**src/rtl/dffnrsnq_ctrl_pkg.sv**
```systemverilog
// Shared types and constants for the dffnrsnq bank init controller.
package dffnrsnq_ctrl_pkg;

  localparam int unsigned CNT_W = 4;

  localparam logic CMD_CLR = 1'b0;
  localparam logic CMD_PRE = 1'b1;

  typedef enum logic [1:0] {
    IDLE    = 2'd0,
    ASSERT  = 2'd1,
    RECOVER = 2'd2
  } ctrl_state_e;

endpackage

```
**src/rtl/dffnrsnq_ctrl_tmr.sv**
```systemverilog
// Loadable down-counter with zero flag; reset value is the first pulse-width load.
module dffnrsnq_ctrl_tmr
  import dffnrsnq_ctrl_pkg::*;
#(
  parameter logic [CNT_W-1:0] RST_VAL = '0
) (
  input  logic             clk_i,
  input  logic             rst_n_i,
  input  logic             load_i,
  input  logic [CNT_W-1:0] load_val_i,
  input  logic             dec_i,
  output logic             zero_c_o
);

  logic [CNT_W-1:0] cnt_q;

  assign zero_c_o = (cnt_q == '0);

  // Load has priority; decrement saturates at zero.
  always_ff @(posedge clk_i or negedge rst_n_i) begin
    if (!rst_n_i) begin
      cnt_q <= RST_VAL;
    end else if (load_i) begin
      cnt_q <= load_val_i;
    end else if (dec_i && !zero_c_o) begin
      cnt_q <= cnt_q - CNT_W'(1);
    end
  end

endmodule

```
**src/rtl/dffnrsnq_init_ctrl.sv**
```systemverilog
// Sequences clear/preset of a dffnrsnq register bank: pulse RN or SETN low,
// wait for recovery, then re-enable the bank clock gate.
module dffnrsnq_init_ctrl
  import dffnrsnq_ctrl_pkg::*;
#(
  parameter int unsigned PW_CYC  = 2,
  parameter int unsigned REC_CYC = 2
) (
  input  logic CLK,
  input  logic RN,
  input  logic REQ,
  input  logic CMD,
  output logic ACK,
  output logic BANK_RN,
  output logic BANK_SETN,
  output logic CLK_EN,
  output logic BUSY,
  output logic DONE
);

  localparam logic [CNT_W-1:0] PW_LOAD  = CNT_W'(PW_CYC - 1);
  localparam logic [CNT_W-1:0] REC_LOAD = CNT_W'(REC_CYC - 1);

  ctrl_state_e state_q, state_d;
  logic        ack_q, ack_d;
  logic        bank_rn_q, bank_rn_d;
  logic        bank_setn_q, bank_setn_d;
  logic        clk_en_q, clk_en_d;
  logic        busy_q, busy_d;
  logic        done_q, done_d;

  logic             tmr_load_c;
  logic [CNT_W-1:0] tmr_val_c;
  logic             tmr_dec_c;
  logic             tmr_zero_c;

  dffnrsnq_ctrl_tmr #(
    .RST_VAL (PW_LOAD)
  ) u_tmr (
    .clk_i      (CLK),
    .rst_n_i    (RN),
    .load_i     (tmr_load_c),
    .load_val_i (tmr_val_c),
    .dec_i      (tmr_dec_c),
    .zero_c_o   (tmr_zero_c)
  );

  // Reset lands in the middle of an implicit clear, so the bank is cleared on power-up.
  always_ff @(posedge CLK or negedge RN) begin
    if (!RN) begin
      state_q     <= ASSERT;
      ack_q       <= 1'b0;
      bank_rn_q   <= 1'b0;
      bank_setn_q <= 1'b1;
      clk_en_q    <= 1'b0;
      busy_q      <= 1'b1;
      done_q      <= 1'b0;
    end else begin
      state_q     <= state_d;
      ack_q       <= ack_d;
      bank_rn_q   <= bank_rn_d;
      bank_setn_q <= bank_setn_d;
      clk_en_q    <= clk_en_d;
      busy_q      <= busy_d;
      done_q      <= done_d;
    end
  end

  always_comb begin
    state_d     = state_q;
    ack_d       = 1'b0;
    done_d      = 1'b0;
    bank_rn_d   = bank_rn_q;
    bank_setn_d = bank_setn_q;
    clk_en_d    = clk_en_q;
    busy_d      = busy_q;
    tmr_load_c  = 1'b0;
    tmr_val_c   = '0;
    tmr_dec_c   = 1'b0;

    unique case (state_q)
      IDLE: begin
        if (REQ) begin
          state_d    = ASSERT;
          tmr_load_c = 1'b1;
          tmr_val_c  = PW_LOAD;
          ack_d      = 1'b1;
          busy_d     = 1'b1;
          clk_en_d   = 1'b0;
          if (CMD == CMD_CLR) begin
            bank_rn_d = 1'b0;
          end else begin
            bank_setn_d = 1'b0;
          end
        end
      end
      ASSERT: begin
        if (!tmr_zero_c) begin
          tmr_dec_c = 1'b1;
        end else begin
          state_d     = RECOVER;
          bank_rn_d   = 1'b1;
          bank_setn_d = 1'b1;
          tmr_load_c  = 1'b1;
          tmr_val_c   = REC_LOAD;
        end
      end
      RECOVER: begin
        if (!tmr_zero_c) begin
          tmr_dec_c = 1'b1;
        end else begin
          state_d  = IDLE;
          clk_en_d = 1'b1;
          busy_d   = 1'b0;
          done_d   = 1'b1;
        end
      end
      default: begin
        // Unreachable encoding: release the bank pins, leave the clock gated.
        state_d     = RECOVER;
        bank_rn_d   = 1'b1;
        bank_setn_d = 1'b1;
        clk_en_d    = 1'b0;
        busy_d      = 1'b1;
        tmr_load_c  = 1'b1;
        tmr_val_c   = REC_LOAD;
      end
    endcase
  end

  assign ACK       = ack_q;
  assign BANK_RN   = bank_rn_q;
  assign BANK_SETN = bank_setn_q;
  assign CLK_EN    = clk_en_q;
  assign BUSY      = busy_q;
  assign DONE      = done_q;

endmodule

```
**config.mk**
```make
export PLATFORM = sky130hd
export DESIGN_NAME = dffnrsnq_init_ctrl
export DESIGN_NICKNAME = d
export VERILOG_FILES = /design/src/rtl/dffnrsnq_ctrl_pkg.sv /design/src/rtl/dffnrsnq_ctrl_tmr.sv /design/src/rtl/dffnrsnq_init_ctrl.sv
export SDC_FILE = /design/constraint.sdc
export NUM_CORES = 1
export LEC_CHECK = 0
export CORE_MARGIN = 4
export CORE_UTILIZATION = 50
export CTS_BUF_LIST = sky130_fd_sc_hd__clkbuf_4 sky130_fd_sc_hd__clkbuf_8 sky130_fd_sc_hd__clkbuf_16
export DETAILED_ROUTE_END_ITERATION = 8
export PLACE_DENSITY = 0.75
export SLEW_MARGIN = 15
export SYNTH_ARGS = -nofsm -noshare
export SYNTH_HDL_FRONTEND = slang
export SYNTH_SLANG_ARGS = --single-unit
```
**constraint.sdc**
```tcl
create_clock -name CLK -period 2.1 [get_ports CLK]
set_clock_uncertainty 0.05 [all_clocks]
set_input_delay 0.525 -clock CLK [delete_from_list [all_inputs] [get_ports CLK]]
set_output_delay 0.525 -clock CLK [all_outputs]
set_load 0.02 [all_outputs]
```
* Word-level counts from Yosys, hierarchy flattened
Cells that the tools add are included.
Operators by class: $add $sub $neg 1, $mul 0, divide/modulo/power cells 0, order comparisons 0, eq/ne operators 7, shift operators 0, multiplexer cells 28, bitwise operators 2, reductions and logical operators 10
Operators with widths (number):
- $pmux W1 S3 | 6
- $mux W1 | 16
- $ne A2 B2 Y1 const B | 5
- $mux W4 | 2
- $reduce_and A4 Y1 | 2
- $mux W2 | 3
- $pmux W2 S3 | 1
- $reduce_and A3 Y1 | 2
- $logic_not A4 Y1 | 1
- $sub A4 B1 Y4 const B | 1
- $eq A2 B1 Y1 const B | 1
- $eq A2 B2 Y1 const B | 1
- $logic_not A2 Y1 | 1
- $not A1 Y1 | 2
- $reduce_bool A2 Y1 | 1
- $reduce_or A2 Y1 | 1
- $logic_and A1 B1 Y1 | 1
- $logic_not A1 Y1 | 1
Storage, ports and cells: register bits after elaboration 12, latch bits 0, RAM bits 0, ROM bits 0, input port bits 4, output and inout port bits 6, word-level logic and storage cells 56, memories 0

* Depth between registers and ports, before layout
depth after elaboration 6, depth in mapped cells 5, depth with buffers taken out 5

* Hierarchy
Synthesis repeated with hierarchy kept, for this count alone.
Second synthesis, totals: cell total of the unflattened synthesis 62, area, all modules 703.2 um2
Modules (own cells, without submodules):
- dffnrsnq_init_ctrl | instances 1, cells an instance 35, area each 431.7 um2, sequential area each 203.9 um2
- dffnrsnq_ctrl_tmr | instances 1, cells an instance 27, area each 271.5 um2, sequential area each 101.3 um2

* Worst setup path before layout
No wires, ideal clock.
path type reg-to-reg, from register state_q[0], to register u_tmr.cnt_q[1], library setup time 0.124 ns, data arrival time 1.556 ns, data required time 1.926 ns, path slack 0.370 ns, cell stages (with the launch flop) 5, path buffers 0, period minus slack after synthesis 1.730 ns, cells stage by stage dfstp_2 -> ha_1 -> or4bb_2 -> o211ai_1 -> a21oi_1
Between the ends: longest elaborated chain between the ends 5, elaborated cells between the ends (all ways) 9, those cells by class eq/ne: 2; mux: 3; reduce/logical: 4
Ends and longest elaborated chain:
- from (decl) | RTL line dffnrsnq_init_ctrl.sv:24 | ctrl_state_e state_q, state_d;
- from (signal assigned) | RTL line dffnrsnq_init_ctrl.sv:59 | state_q <= state_d;
- $eq A2 B2 Y1 or $eq A2 B1 Y1 (tied branches) | RTL line dffnrsnq_init_ctrl.sv:81 | unique case (state_q)
- $reduce_or A2 Y1 (no source line)
- $mux W1
- $logic_and A1 B1 Y1 | RTL line dffnrsnq_ctrl_tmr.sv:25 | end else if (dec_i && !zero_c_o) begin
- $reduce_bool A2 Y1 (no source line)
- to (signal assigned) | RTL line dffnrsnq_ctrl_tmr.sv:24 | cnt_q <= load_val_i;
- to (signal assigned) | RTL line dffnrsnq_ctrl_tmr.sv:26 | cnt_q <= cnt_q - CNT_W'(1);
- to (decl) | RTL line dffnrsnq_ctrl_tmr.sv:15 | logic [CNT_W-1:0] cnt_q;
Several ways; a longest one is shown, not always the timed one. A chain may end at the register's enable or synchronous reset.

* Worst setup path after layout
from register busy_q (netlist: BUSY), to output BUSY
RTL lines:
- from (decl) | RTL line dffnrsnq_init_ctrl.sv:29 | logic busy_q, busy_d;
- from (signal assigned) | RTL line dffnrsnq_init_ctrl.sv:64 | busy_q <= busy_d;
- to (decl) | RTL line dffnrsnq_init_ctrl.sv:17 | output logic BUSY,
No word-level cell between the ends.

==> results.md <==
- Status: completed
- Core box area: 1170 um2
- Number of enable flip-flop cells after synthesis: 0
- Syn-to-layout area delta: 23.0%
- Initial Util: 56.1%
- Die span in y: 44.2 um
- Power share of the clock group: 15.4%
- Psw: 0.000474 W
- Total CTS buffers: 3
- Crit. Startpoint: BUSY
- FILL cells: 94
- FF-to-FF Start: state_q[0]
- Min-delay src: CLK_EN
- Worst path slowest cell: clkdlybuf4s50_1
- Share of cells above drive strength 1: 17.9%
- Worst skew pair latency: 0.28 ns
- Fmax: 505 MHz
- Nets: 89
- Hold buffers post-CTS: 0
- GR Util All Layers: 14.2%
- Pin count of the biggest net entering global routing: 13
- Fin Setup TNS: 0 ns
- # DRC: 0
- Top cells by area, synth: dfrtp_1 30%, dfstp_2 16%, ha_1 11%
- Clock Sinks: 12
- Resize count post-CTS: 0
- Switching part of the total power: 38.9%
- Crit path largest cell delay: 0.59 ns
- Antenna cells: 0
- Startpoint types: flop
- Vias in the first global route: 484
- Synth cell count leaders: 9 x inv_1, 8 x dfrtp_1, 6 x ha_1
- Buf/Inv on CP: 1
- Area of the mapped netlist: 657 um2
- Worst slew margin: 64.1%
- Final ANT Viol Nets: 0
- Syn Area/Cell: 10.3 um2
- Req. time, crit path: 1.52 ns
- Pwr per Cell Area: 1510 nW/um2
- Min-Delay Path Class: flop to flop
- Crit. End Element: primary output
- Root Buffer: clkbuf_4
- Synth cell types: 28
- DR pass1 iterations: 4
- Clock transition at path regs: 0.08 ns
- YS warnings: 0
- Post-CTS Setup Bufs: 0
- RSZ-0062 raised after global routing: false
- Syn nets: 74
- Register area share after synthesis: 46.5%
- Total Routed Length: 1.20 mm
- Worst Tran Pin Value: 0.537 ns
- H-tree lvl count: 1
- DP Wirelength: 917 um
- Grt ovf: 0
- Pint: 0.000746 W
- Worst EP arrival: 1.41 ns
- Avg WL per Cell: 13.0 um
- Total of max-cap violations: 0
- Die ar.: 1960 um2
- Max Root-Sink Buffers: 2
- Number of vias per cell: 5.39
- RD Place Congestion: 0.768
- Critical setup path kind: flop to primary output
- CTS tree: yes
- Cell taking the most area after synthesis: dfrtp_1
- First-pass GRT wire length: 2.01 mm
- IO Port Bufs: 9
- Row count: 12
- Flops & latches, synth: 12
- Via count of the routed design: 496
- Crit path max-delay family: buffers and inverters
- Hold Fails Final Rpt: 0
- Final Setup Violations: 0
- Boundary Pins: 10
- Most frequent cell after synthesis: inv_1
- Final Cycle Share: 94.3%
- Top FF cell, synth: dfrtp_1
- Initial antenna violation count: 0
- Synth top area share: 30.5%
- DR iter-0 viols: 17
- Synth async-reset ratio: 100%
- Worst vdd ir: 0.000784 V
- Util after Layout: 69.0%
- Comb pwr share: 52.1%
- Horiz. Die Dim: 44.2 um
- Max Slew Vio Count: 0
- Critical-path maximum fanout: 2
- Post-route minimum period: 1.98 ns
- Cells after synthesis: 64
- Sequential Power Share: 32.5%
- Static leakage: 0.385 nW
- Worst path cell trace: clkdlybuf4s50_1
[logic make-up after synthesis]
group	synth area share [%]
AO/OA/AOI/OAI	13.1
adder cells (fa/ha/maj)	11.4
buffers and inverters	5.14
flip-flops	46.5
multiplexers	3.24
AND/OR/NAND/NOR	20.6
[through the flow]
stage / setup WS (ns) / std cells / cell area (um2) / total power [W] / hold slack [ns]
3_5_place_dp: 0.276 / 88 / 772 / 0.00103 / 0.428
4_1_cts: 0.105 / 92 / 808 / 0.00122 / 0.446
6_report: 0.119 / 92 / 808 / 0.00122 / 0.443
3_3_place_gp: 0.278 / 88 / 772 / 0.00102 / 0.424
5_1_grt: 0.0809 / 92 / 808 / 0.00131 / 0.471
2_1_floorplan: 0.370 / 64 / 657 / 0.000842 / 0.179
[registers in the layout, summed over array words and instances, names as in the netlist]
name	flops
CLK_EN	1
u_tmr.cnt_q	4
state_q	2
BANK_RN	1
BUSY	1
DONE	1
BANK_SETN	1
ACK	1
[placed cells by master (no fill, tap or decap)]
master	netlist	routed
clkbuf_8	0	1
or4bb_2	1	1
dfrtp_1	8	8
a211o_1	1	1
nor4_1	1	1
o21ai_0	4	4
a21oi_1	2	2
buf_4	0	1
a31oi_1	1	1
or2_2	1	1
nor3_1	1	1
a2111oi_0	1	1
nand2b_1	2	2
clkdlybuf4s50_1	0	9
nor2_1	3	3
a21bo_2	1	1
mux2_2	1	1
and2_1	2	2
inv_1	9	9
ha_1	6	6
clkbuf_4	0	3
nor3b_1	2	2
o211ai_1	1	1
or3_1	1	1
dfstp_2	4	4
a211oi_1	1	1
nand4b_1	1	1
or3b_4	1	1
nand2_1	5	5
mux2i_1	1	1
o21a_1	1	1
nor4b_1	1	1
[metal layers]
metal / track usage, % / share of wire [%] / vias to the layer above
met4: 7.83 / 1.9 / 0
met3: 4.07 / 4.0 / 3
met2: 21.2 / 45 / 9
li1: - / - / 250
met5: 0 / 0 / -
met1: 18.3 / 49 / 234
[layout make-up]
| class | instances | area [um2] | area share [%] |
|---|---|---|---|
| timing repair buffer | 10 | 97.6 | 12.1 |
| multi-input combinational | 43 | 318 | 39.3 |
| clock buffer | 4 | 36.3 | 4.49 |
| inverter | 9 | 33.8 | 4.18 |
| sequential | 12 | 305 | 37.8 |
| tap | 14 | 17.5 | 2.17 |
[power groups by stage]
| stage | Combinational, W | Sequential [W] | Clock [W] |
|---|---|---|---|
| 2_1_floorplan | 0.000410 | 0.000432 | 0 |
| 3_3_place_gp | 0.000624 | 0.000397 | 0 |
| 3_5_place_dp | 0.000628 | 0.000403 | 0 |
| 4_1_cts | 0.000631 | 0.000398 | 0.000191 |
| 5_1_grt | 0.000703 | 0.000407 | 0.000203 |
| 6_report | 0.000636 | 0.000397 | 0.000188 |
[path summary, 6_finish.rpt]
kind                                   to  slack (ns)  cells past startpoint
min                                CLK_EN        0.44                      1
min reg2reg                        CLK_EN        0.44                      1
max reg2reg                u_tmr.cnt_q[1]        0.26                      4
max                                  BUSY        0.12                      1
min in group asynchronous            DONE        0.55                      1
max in group asynchronous      state_q[0]        1.09                      1
Power figures use the tool's default switching activity.
